### src/rtl/ex_md.sv
// ex_md: RV32IM execute stage with 4-way forwarding, single-cycle ALU and an iterative mul/div engine
package riscv_pkg;
    typedef enum logic [3:0] {
        ALU_ADD, ALU_SUB, ALU_SLL, ALU_SLT, ALU_SLTU,
        ALU_XOR, ALU_SRL, ALU_SRA, ALU_OR, ALU_AND
    } alu_op_t;
    typedef struct packed {
        logic    alu_src;
        alu_op_t alu_op;
    } riscv_control_t;
endpackage

module ex_md
    import riscv_pkg::*;
#(
    parameter int WIDTH = 32,
    parameter int CNT_W = $clog2(WIDTH) + 1
) (
    input  logic                 clk_in,
    input  logic                 rst_in,
    input  logic                 valid_in,
    input  logic                 flush_in,
    input  logic [1:0]           rs1_src_in,
    input  logic [1:0]           rs2_src_in,
    input  logic [WIDTH-1:0]     pc_in,
    input  logic [WIDTH-1:0]     rs1_in,
    input  logic [WIDTH-1:0]     rs2_in,
    input  logic [WIDTH-1:0]     signimm_in,
    input  logic [WIDTH-1:0]     wb_data_to_write_in,
    input  logic [WIDTH-1:0]     exmem_alu_res_in,
    input  logic [WIDTH-1:0]     memwb_res_in,
    input  riscv_control_t       ctrl_vector_in,
    input  logic                 md_en_in,
    input  logic [2:0]           md_op_in,
    output logic                 stall_out,
    output logic                 zero_out,
    output logic [WIDTH-1:0]     pc_branch_out,
    output logic [WIDTH-1:0]     drs2_fw_out,
    output logic [WIDTH-1:0]     alu_res_out
);
    localparam int SH_W = $clog2(WIDTH);
    typedef enum logic [1:0] {S_IDLE, S_MUL, S_DIV, S_DONE} state_t;

    state_t             state_q, state_d;
    logic [CNT_W-1:0]   cnt_q, cnt_d;
    logic [2*WIDTH-1:0] prod_q, prod_d, prod_nx, prod_fx;
    logic [WIDTH-1:0]   quo_q, quo_d, rem_q, rem_d, res_q, res_d, opa_q, opa_d;
    logic [2:0]         op_q, op_d;
    logic               neg_q, neg_d, rneg_q, rneg_d;
    logic [WIDTH-1:0]   rs1_fw, rs2_fw, opb, alu_res, a_mag, b_mag;
    logic [WIDTH-1:0]   quo_nx, rem_nx, quo_fx, rem_fx;
    logic [WIDTH:0]     acc, r_sh, diff;
    logic               start, last, a_neg, b_neg, div_zero, div_ovf;

    assign rs1_fw = rs1_src_in[1] ? (rs1_src_in[0] ? memwb_res_in : exmem_alu_res_in)
                                  : (rs1_src_in[0] ? wb_data_to_write_in : rs1_in);
    assign rs2_fw = rs2_src_in[1] ? (rs2_src_in[0] ? memwb_res_in : exmem_alu_res_in)
                                  : (rs2_src_in[0] ? wb_data_to_write_in : rs2_in);
    assign opb = ctrl_vector_in.alu_src ? signimm_in : rs2_fw;

    always_comb begin
        case (ctrl_vector_in.alu_op)
            ALU_ADD:  alu_res = rs1_fw + opb;
            ALU_SUB:  alu_res = rs1_fw - opb;
            ALU_SLL:  alu_res = rs1_fw << opb[SH_W-1:0];
            ALU_SLT:  alu_res = {{(WIDTH-1){1'b0}}, $signed(rs1_fw) < $signed(opb)};
            ALU_SLTU: alu_res = {{(WIDTH-1){1'b0}}, rs1_fw < opb};
            ALU_XOR:  alu_res = rs1_fw ^ opb;
            ALU_SRL:  alu_res = rs1_fw >> opb[SH_W-1:0];
            ALU_SRA:  alu_res = $unsigned($signed(rs1_fw) >>> opb[SH_W-1:0]);
            ALU_OR:   alu_res = rs1_fw | opb;
            ALU_AND:  alu_res = rs1_fw & opb;
            default:  alu_res = '0;
        endcase
    end

    assign start    = valid_in & md_en_in & !flush_in;
    assign a_neg    = rs1_fw[WIDTH-1] & (~md_op_in[0] | (md_op_in == 3'd1));
    assign b_neg    = rs2_fw[WIDTH-1] & ((~md_op_in[0] & (md_op_in != 3'd2)) | (md_op_in == 3'd1));
    assign a_mag    = a_neg ? -rs1_fw : rs1_fw;
    assign b_mag    = b_neg ? -rs2_fw : rs2_fw;
    assign div_zero = md_op_in[2] & (rs2_fw == '0);
    assign div_ovf  = md_op_in[2] & ~md_op_in[0] & (rs1_fw == {1'b1, {(WIDTH-1){1'b0}}}) & (&rs2_fw);

    // multiplier bits sit in the low half of prod_q and shift out as the sum shifts in
    assign acc     = {1'b0, prod_q[2*WIDTH-1:WIDTH]} + (prod_q[0] ? {1'b0, opa_q} : '0);
    assign prod_nx = {acc, prod_q[WIDTH-1:1]};
    assign r_sh    = {rem_q, quo_q[WIDTH-1]};
    assign diff    = r_sh - {1'b0, opa_q};
    assign rem_nx  = diff[WIDTH] ? r_sh[WIDTH-1:0] : diff[WIDTH-1:0];
    assign quo_nx  = {quo_q[WIDTH-2:0], ~diff[WIDTH]};
    assign prod_fx = neg_q ? -prod_nx : prod_nx;
    assign quo_fx  = neg_q ? -quo_nx : quo_nx;
    assign rem_fx  = rneg_q ? -rem_nx : rem_nx;
    assign last    = cnt_q == CNT_W'(WIDTH - 1);

    always_comb begin
        state_d = state_q;
        cnt_d   = cnt_q;
        prod_d  = prod_q;
        quo_d   = quo_q;
        rem_d   = rem_q;
        res_d   = res_q;
        opa_d   = opa_q;
        op_d    = op_q;
        neg_d   = neg_q;
        rneg_d  = rneg_q;
        case (state_q)
            S_IDLE: if (start) begin
                op_d    = md_op_in;
                neg_d   = a_neg ^ b_neg;
                rneg_d  = a_neg;
                opa_d   = b_mag;
                prod_d  = {{WIDTH{1'b0}}, a_mag};
                quo_d   = a_mag;
                rem_d   = '0;
                cnt_d   = '0;
                state_d = md_op_in[2] ? S_DIV : S_MUL;
                if (div_zero) begin
                    res_d   = md_op_in[1] ? rs1_fw : '1;
                    state_d = S_DONE;
                end else if (div_ovf) begin
                    res_d   = md_op_in[1] ? '0 : rs1_fw;
                    state_d = S_DONE;
                end
            end
            S_MUL: begin
                prod_d = prod_nx;
                cnt_d  = cnt_q + 1'b1;
                if (last) begin
                    res_d   = (op_q == 3'd0) ? prod_fx[WIDTH-1:0] : prod_fx[2*WIDTH-1:WIDTH];
                    state_d = S_DONE;
                end
            end
            S_DIV: begin
                quo_d = quo_nx;
                rem_d = rem_nx;
                cnt_d = cnt_q + 1'b1;
                if (last) begin
                    res_d   = op_q[1] ? rem_fx : quo_fx;
                    state_d = S_DONE;
                end
            end
            default: state_d = S_IDLE;
        endcase
        if (flush_in) state_d = S_IDLE;
    end

    always_ff @(posedge clk_in) begin
        if (rst_in) begin
            state_q <= S_IDLE;
            cnt_q   <= '0;
            prod_q  <= '0;
            quo_q   <= '0;
            rem_q   <= '0;
            res_q   <= '0;
            opa_q   <= '0;
            op_q    <= '0;
            neg_q   <= 1'b0;
            rneg_q  <= 1'b0;
        end else begin
            state_q <= state_d;
            cnt_q   <= cnt_d;
            prod_q  <= prod_d;
            quo_q   <= quo_d;
            rem_q   <= rem_d;
            res_q   <= res_d;
            opa_q   <= opa_d;
            op_q    <= op_d;
            neg_q   <= neg_d;
            rneg_q  <= rneg_d;
        end
    end

    assign stall_out     = start & (state_q != S_DONE);
    assign alu_res_out   = (state_q == S_DONE) ? res_q : alu_res;
    assign zero_out      = alu_res_out == '0;
    assign pc_branch_out = pc_in + signimm_in;
    assign drs2_fw_out   = rs2_fw;
endmodule

### config.mk
export PLATFORM = sky130hd
export DESIGN_NAME = ex_md
export DESIGN_NICKNAME = d
export VERILOG_FILES = /design/src/rtl/ex_md.sv
export SDC_FILE = /design/constraint.sdc
export NUM_CORES = 2
export LEC_CHECK = 0
export ABC_AREA = 0
export BUFFER_PORTS_ARGS = -buffer_cell sky130_fd_sc_hd__buf_2
export CAP_MARGIN = 20
export CORE_ASPECT_RATIO = 0.75
export CORE_MARGIN = 2
export CORE_UTILIZATION = 35
export DETAILED_ROUTE_END_ITERATION = 8
export GPL_TIMING_DRIVEN = 0
export HOLD_SLACK_MARGIN = 0.06
export PLACE_DENSITY = 0.57
export SLEW_MARGIN = 20
export SYNTH_ARGS = -nofsm -noshare
export SYNTH_HDL_FRONTEND = slang
export SYNTH_SLANG_ARGS = --single-unit
export TNS_END_PERCENT = 50
### constraint.sdc
create_clock -name clk_in -period 16 [get_ports clk_in]
set_input_delay 0 -clock clk_in [delete_from_list [all_inputs] [get_ports clk_in]]
set_output_delay 0 -clock clk_in [all_outputs]
set_load 0.02 [all_outputs]
After elaboration in Yosys (flattened, before gate mapping)
Index checks and enable logic that the tools add are counted.
Storage, ports and cells
  output and inout bits: 98
  logic and storage cells: 125
  input port bits: 241
  register bits after elaboration: 205
Cells by class
  magnitude comparators: 2
  eq/ne operators: 22
  shift-type cells: 3
  multiplexer cells: 40
  add/sub/neg operators: 11
  bitwise logic cells: 18
  reductions and logical operators: 19
Operators by type and width (count)
  2-to-1 mux 32 bit: 25
  one-hot mux 32 bit (10 select lines): 1
  2-to-1 mux 64 bit: 2
  negator 32 bit: 4
  one-hot mux 32 bit (2 select lines): 2
  one-hot mux 64 bit (2 select lines): 1
  one-hot mux 32 bit (3 select lines): 1
  adder 32 bit: 2
  zero test 32 bit: 2
  less-than comparator 32 bit: 2
  negator 64 bit: 1
  adder 32 x 32 -> 33 bit: 1
  subtractor 33 x 32 -> 33 bit: 1
  bitwise AND 32 bit: 1
  equality test 32 bit, second input constant: 1
  OR 32 bit: 1
  AND reduction 32 bit: 1
  << shifter 32 x 5 -> 32 bit: 1
  >> shifter 32 x 5 -> 32 bit: 1
  >>> shifter 32 x 5 -> 32 bit: 1
  subtractor 32 bit: 1
  bitwise XOR 32 bit: 1
  equality test 4 x 3 -> 1 bit, second input constant: 4
  one-hot mux 6 bit (2 select lines): 1
  other kinds (28): 56

Logic depth before layout (Yosys ltp)
  depth in word-level cells: 9
  depth in mapped cells: 28
  gate-level depth less buffers: 25

Worst setup path before layout
No wires, ideal clock.
  path kind: reg2reg
  from: reg opa_q[13]
  to: reg res_q[28]
  library setup time: 0.134 ns
  clock period less this slack: 6.006 ns
  data arrival time: 5.872 ns
  cell stages (with the launch flop): 27
  required time: 15.866 ns
  buffers on the path: 5
  setup slack: 9.994 ns
  path through: dfxtp_1 -> inv_1 -> ha_1 -> buf_2 -> and4_1 -> or3b_1 -> a211o_1 -> a31oi_1 -> a21o_1 -> mux2i_1 -> nor2_4 -> inv_1 -> buf_2 -> buf_1 -> buf_2 -> buf_1 -> ha_1 -> nand2_1 -> or3_1 -> or3_1 -> o41ai_1 -> xor2_1 -> o21ai_0 -> a31oi_1 -> o311ai_0 -> a31oi_1 -> a211oi_1
Between the ends
  longest elaborated chain between the ends: 7
  elaborated cells on any way between the ends: 16
  classes of those cells: 5 x add/sub; 10 x mux; 1 x bitwise
Ends and longest elaborated chain
  from (decl): RTL line 47  | logic [WIDTH-1:0] quo_q, quo_d, rem_q, rem_d, res_q, res_d, opa_q, opa_d;
  from (signal assigned): RTL line 168  | opa_q <= opa_d;
  2-to-1 mux 32 bit / subtractor 33 x 32 -> 33 bit (equally long branches): RTL line 86, 89
  adder 32 x 32 -> 33 bit, or another cell as far along: RTL line 86  | assign acc = {1'b0, prod_q[2*WIDTH-1:WIDTH]} + (prod_q[0] ? {1'b0, opa_q} : '0);
  negator 64 bit, or another cell as far along: RTL line 92  | assign prod_fx = neg_q ? -prod_nx : prod_nx;
  2-to-1 mux 64 bit, or another cell as far along: RTL line 92
  2-to-1 mux 32 bit (on tied branches): RTL line 131, 140
  2-to-1 mux 32 bit (on tied branches): RTL line 130, 139
  one-hot mux 32 bit (3 select lines) *: RTL line 108  | case (state_q)
  to (signal assigned): RTL line 167  | res_q <= res_d;
  to (decl): RTL line 47
Mark *: on every way between the ends. The rest lies on a longest branch, timed or not. The select of a mux whose other input is x is not followed.
A chain may end at the register's enable or synchronous reset.

Worst setup path after layout
  from: in rs2_src_in[0]
  to: out zero_out
Between the ends
  longest elaborated chain between the ends: 7
  elaborated cells on any way between the ends: 17
  classes of those cells: 2 x add/sub; 2 x order compare; 3 x shift; 6 x mux; 3 x bitwise; 1 x reduce/logical
Ends and longest elaborated chain
  from (decl): RTL line 24  | input logic [1:0] rs2_src_in,
  2-to-1 mux 32 bit (on tied branches): RTL line 58, 57
  2-to-1 mux 32 bit *: RTL line 57  | assign rs2_fw = rs2_src_in[1] ? (rs2_src_in[0] ? memwb_res_in : exmem_alu_res_in)
  2-to-1 mux 32 bit *: RTL line 59  | assign opb = ctrl_vector_in.alu_src ? signimm_in : rs2_fw;
  subtractor 32 bit, or another cell as far along: RTL line 64  | ALU_SUB: alu_res = rs1_fw - opb;
  one-hot mux 32 bit (10 select lines) *: RTL line 62  | case (ctrl_vector_in.alu_op)
  2-to-1 mux 32 bit *: RTL line 176  | assign alu_res_out = (state_q == S_DONE) ? res_q : alu_res;
  zero test 32 bit *: RTL line 177  | assign zero_out = alu_res_out == '0;
  to (decl): RTL line 36  | output logic zero_out,
Mark *: on every way between the ends. The rest lies on a longest branch, timed or not.

==> impl_results.md <==
- Outcome: finished with violations
- Failing checks: design-rule violations
- Post-synth top area cell: dfxtp_1
- Commonest cells post-synth: nor2_1 (528), a21oi_1 (436), nand2_1 (419)
- # DRC: 10
- Clock latency on the worst-skew pair: 0.58 ns
- DR iter-0 viols: 6,467
- CP max stage cell: clkbuf_1
- Final cell count without fillers: 5,971
- GP Congestion: 1.11
- Grt ovf: 0
- First-pass iteration count of the detailed router: 9
- Synth cell types: 102
- Die height: 261 microns
- Area fraction of the dominant cell type after synthesis: 13.3%
- Layout cells sized above 1: 11.8%
- Wire per inst: 34.5 microns
- Slew Limit Fails: 0
- Yosys reg bits: 205
- PwrDens: 78.0 mW/mm^2
- Complex-gate fraction of the synthesized area: 31.4%
- Die area: 0.0904 sq mm
- Cells after Synth: 4,434
- Antenna Nets Post-Route: 0
- Reg2reg start: opa_q[14]
- CTS tree: done
- Post-Place Setup Slack: 7.75 ns
- Sink Count: 205
- Vias in the first global route: 35,100
- Nets: 5,247
- Fin worst setup slack: 7.26 ns
- Placed cell count: 5,922
- Worst Hold Depth: 4
- Fin crit period: 8.74 ns
- Clock-pin slew on the worst setup and hold paths: 0.07 ns
- Io pins: 339
- Longest Clk Path Bufs: 3
- H-tree Lvls: 1
- Avg Vias per Cell: 6.72
- Period utilisation layout: 54.6%
- Routed via count: 40,100
- Area delta synth->final: 12.9%
- CP Capture Type: primary output
- Global-route total usage across every layer: 43.1%
- Largest family of logic cells by synthesized area: compound AO/OA/AOI/OAI gates
- Initial core utilization: 35.2%
- Hold Slack: 0.106 ns
- Startpoint Class: primary input
- Pleak: 0.0141 uW
- Syn Area/Cell: 6.95 sq um
- Worst path most repeated cell: clkbuf_1
- IO Port Bufs: 333
- Peak VDD IR: 0.0579 mV
- CTS root buffer: clkbuf_16
- Crit path DAT: 8.74 ns
- Crit path from: rs2_src_in[0]
- Setup TNS: 0 ns
- Bufs and invs on worst path: 6
- Synth Warn #: 0
- First-pass GRT wire length: 279,000 microns
- Mapped Area: 0.0308 sq mm
- Largest net degree at the start of global routing: 16
- Min-delay src: rs2_in[22]
- Final HPWL DP: 172,000 microns
- Relative slew slack: 8.41%
- CTS buffer count: 22
- Max incr delay on CP: 0.86 ns
- Clock Skew: 0.0402 ns
- Initial antenna violation count: 11
- Mux cell area share after synthesis: 8.59%
- Critical path depth in cells: 23
- Post-synth EDFFs: 0
- Top_reg_cell synth: dfxtp_1
- Top-count cell post-synth: nor2_1
- R2R depth: 26
- Synth async-reset ratio: 0%
- Hold WC Path Type: primary input to register
- Xor and xnor fraction of the mapped netlist area: 6.62%
- Final setup violation count: 0
- Crit Path Max Fanout: 11
- Syn Nets: 4,883
- WP data required: 16.00 ns
- Row cnt: 94
- Max Cap Violations: 0
- Fmax achieved: 0.114 GHz
- Synth Area in Simple Gates: 24.4%
- Final instance area: 0.0348 sq mm
- RSZ-0062 raised after global routing: no
- Top cells by area, synth: dfxtp_1 (13%), ha_1 (8.2%), a21oi_1 (7.1%), nor2_1 (6.4%), o21ai_0 (5.2%)
- Adder-cell share of the synthesized area: 9.28%
- Post-cts sizing count: 0
- Register area share after synthesis: 13.3%
- Setup CP Type: primary input to primary output
- Actual slew at the worst max-slew pin: 1.36 ns
- Hold Fails Final Rpt: 0
- Die Span X: 347 microns
- Routed wire length: 206,000 microns
- Area of the core: 0.0875 sq mm
- Area post-placement: 0.0340 sq mm
- Sequence of cells on the critical path: buf_2, buf_4, mux4_2, nand2_1, and2_1, clkbuf_1, clkbuf_1, ha_1, clkbuf_1, and2_1, o21ai_0, and3_1, nor3_1, o21ai_0, a21oi_1, o22a_1, a21boi_0, or3_1, a41oi_1, or3_1, or4_1, nor4_1, buf_2
- Crit path max-delay family: simple AND/OR/NAND/NOR gates
[final cells by class]
type / count / area [sq um]
Inverter: 195 / 732
Antenna cell: 5 / 12.5
Clock buffer: 28 / 614
Clock inverter: 12 / 151
Buffer: 304 / 1220
Multi-Input combinational cell: 3730 / 24800
Fill cell: 9674 / 52700
Tap cell: 1152 / 1440
Sequential cell: 205 / 4100
Timing Repair Buffer: 340 / 1720
[report_power, final]
group / switching, uW / internal (uW) / leakage (uW)
Clock: 268 / 323 / 0.000373
Sequential: 22.6 / 524 / 0.00166
Combinational: 1120 / 451 / 0.0120
Total: 1410 / 1300 / 0.0141
[registers in the layout (all words and copies together), names as in the netlist]
signal,count
cnt_q,6
neg_q,1
op_q,3
opa_q,32
prod_q,64
quo_q,32
rem_q,32
res_q,32
rneg_q,1
state_q,2
[cell usage in the layout (no fill, tap or decap), types with 24 or more instances in the layout]
master and instances:
nor2_1 528, a21oi_1 434, nand2_1 419, buf_2 365
o21ai_0 322, clkbuf_1 236, dfxtp_1 205, ha_1 203
inv_1 188, nand3_1 171, xnor2_1 150, mux2i_1 97
nor3_1 89, xor2_1 83, and2_1 80, a211oi_1 74
a21o_1 71, mux4_2 67, a22oi_1 67, o211ai_1 61
o31ai_1 55, a31oi_1 47, nor4_1 43, or3_1 41
nand2b_1 40, nand4_1 31, buf_1 31, and3_1 30
or2_2 25, o221ai_1 24, a221oi_1 24
[logic make-up (layout without fill, tap and decap cells)]
logic type | Yosys count | in the layout
AND/OR/NAND/NOR | 1595 | 1595
AO/OA/AOI/OAI | 1494 | 1494
buffers and inverters | 499 | 879
XOR/XNOR | 233 | 233
adder cells (fa/ha/maj) | 230 | 230
flip-flops | 205 | 205
multiplexers | 178 | 178
other | 0 | 5
[what timing repair did]
item | CTS | global route
endpoints found under the hold margin | 4 | 0
hold buffers | 3 | 0
setup buffers | 0 | 0
[worst paths after layout]
check,end,slack (ns)
max,zero_out,7.26
min,opa_q[22],0.11
max reg2reg,res_q[28],7.38
min reg2reg,res_q[2],0.50
[worst min-delay path: stages]
cell      delay (ns)
buf_2           0.07
mux4_2          0.32
xnor2_1         0.15
a211oi_1        0.08
[stage by stage]
stage	util (%)	total power [uW]
floorplan	-	1430
global placement	38.8	2040
detailed placement	38.8	2030
CTS	39.7	2610
global route	39.8	2770
finish	39.8	2710
[routing by layer]
metal	vias up	track usage (%)	routed length, microns
met5	-	3.57	635
met4	26	9.96	6070
met3	364	22.2	35200
met2	3042	55.5	75500
met1	19600	61.5	88700
li1	17100	-	-
(Power assumes the default switching activity.)
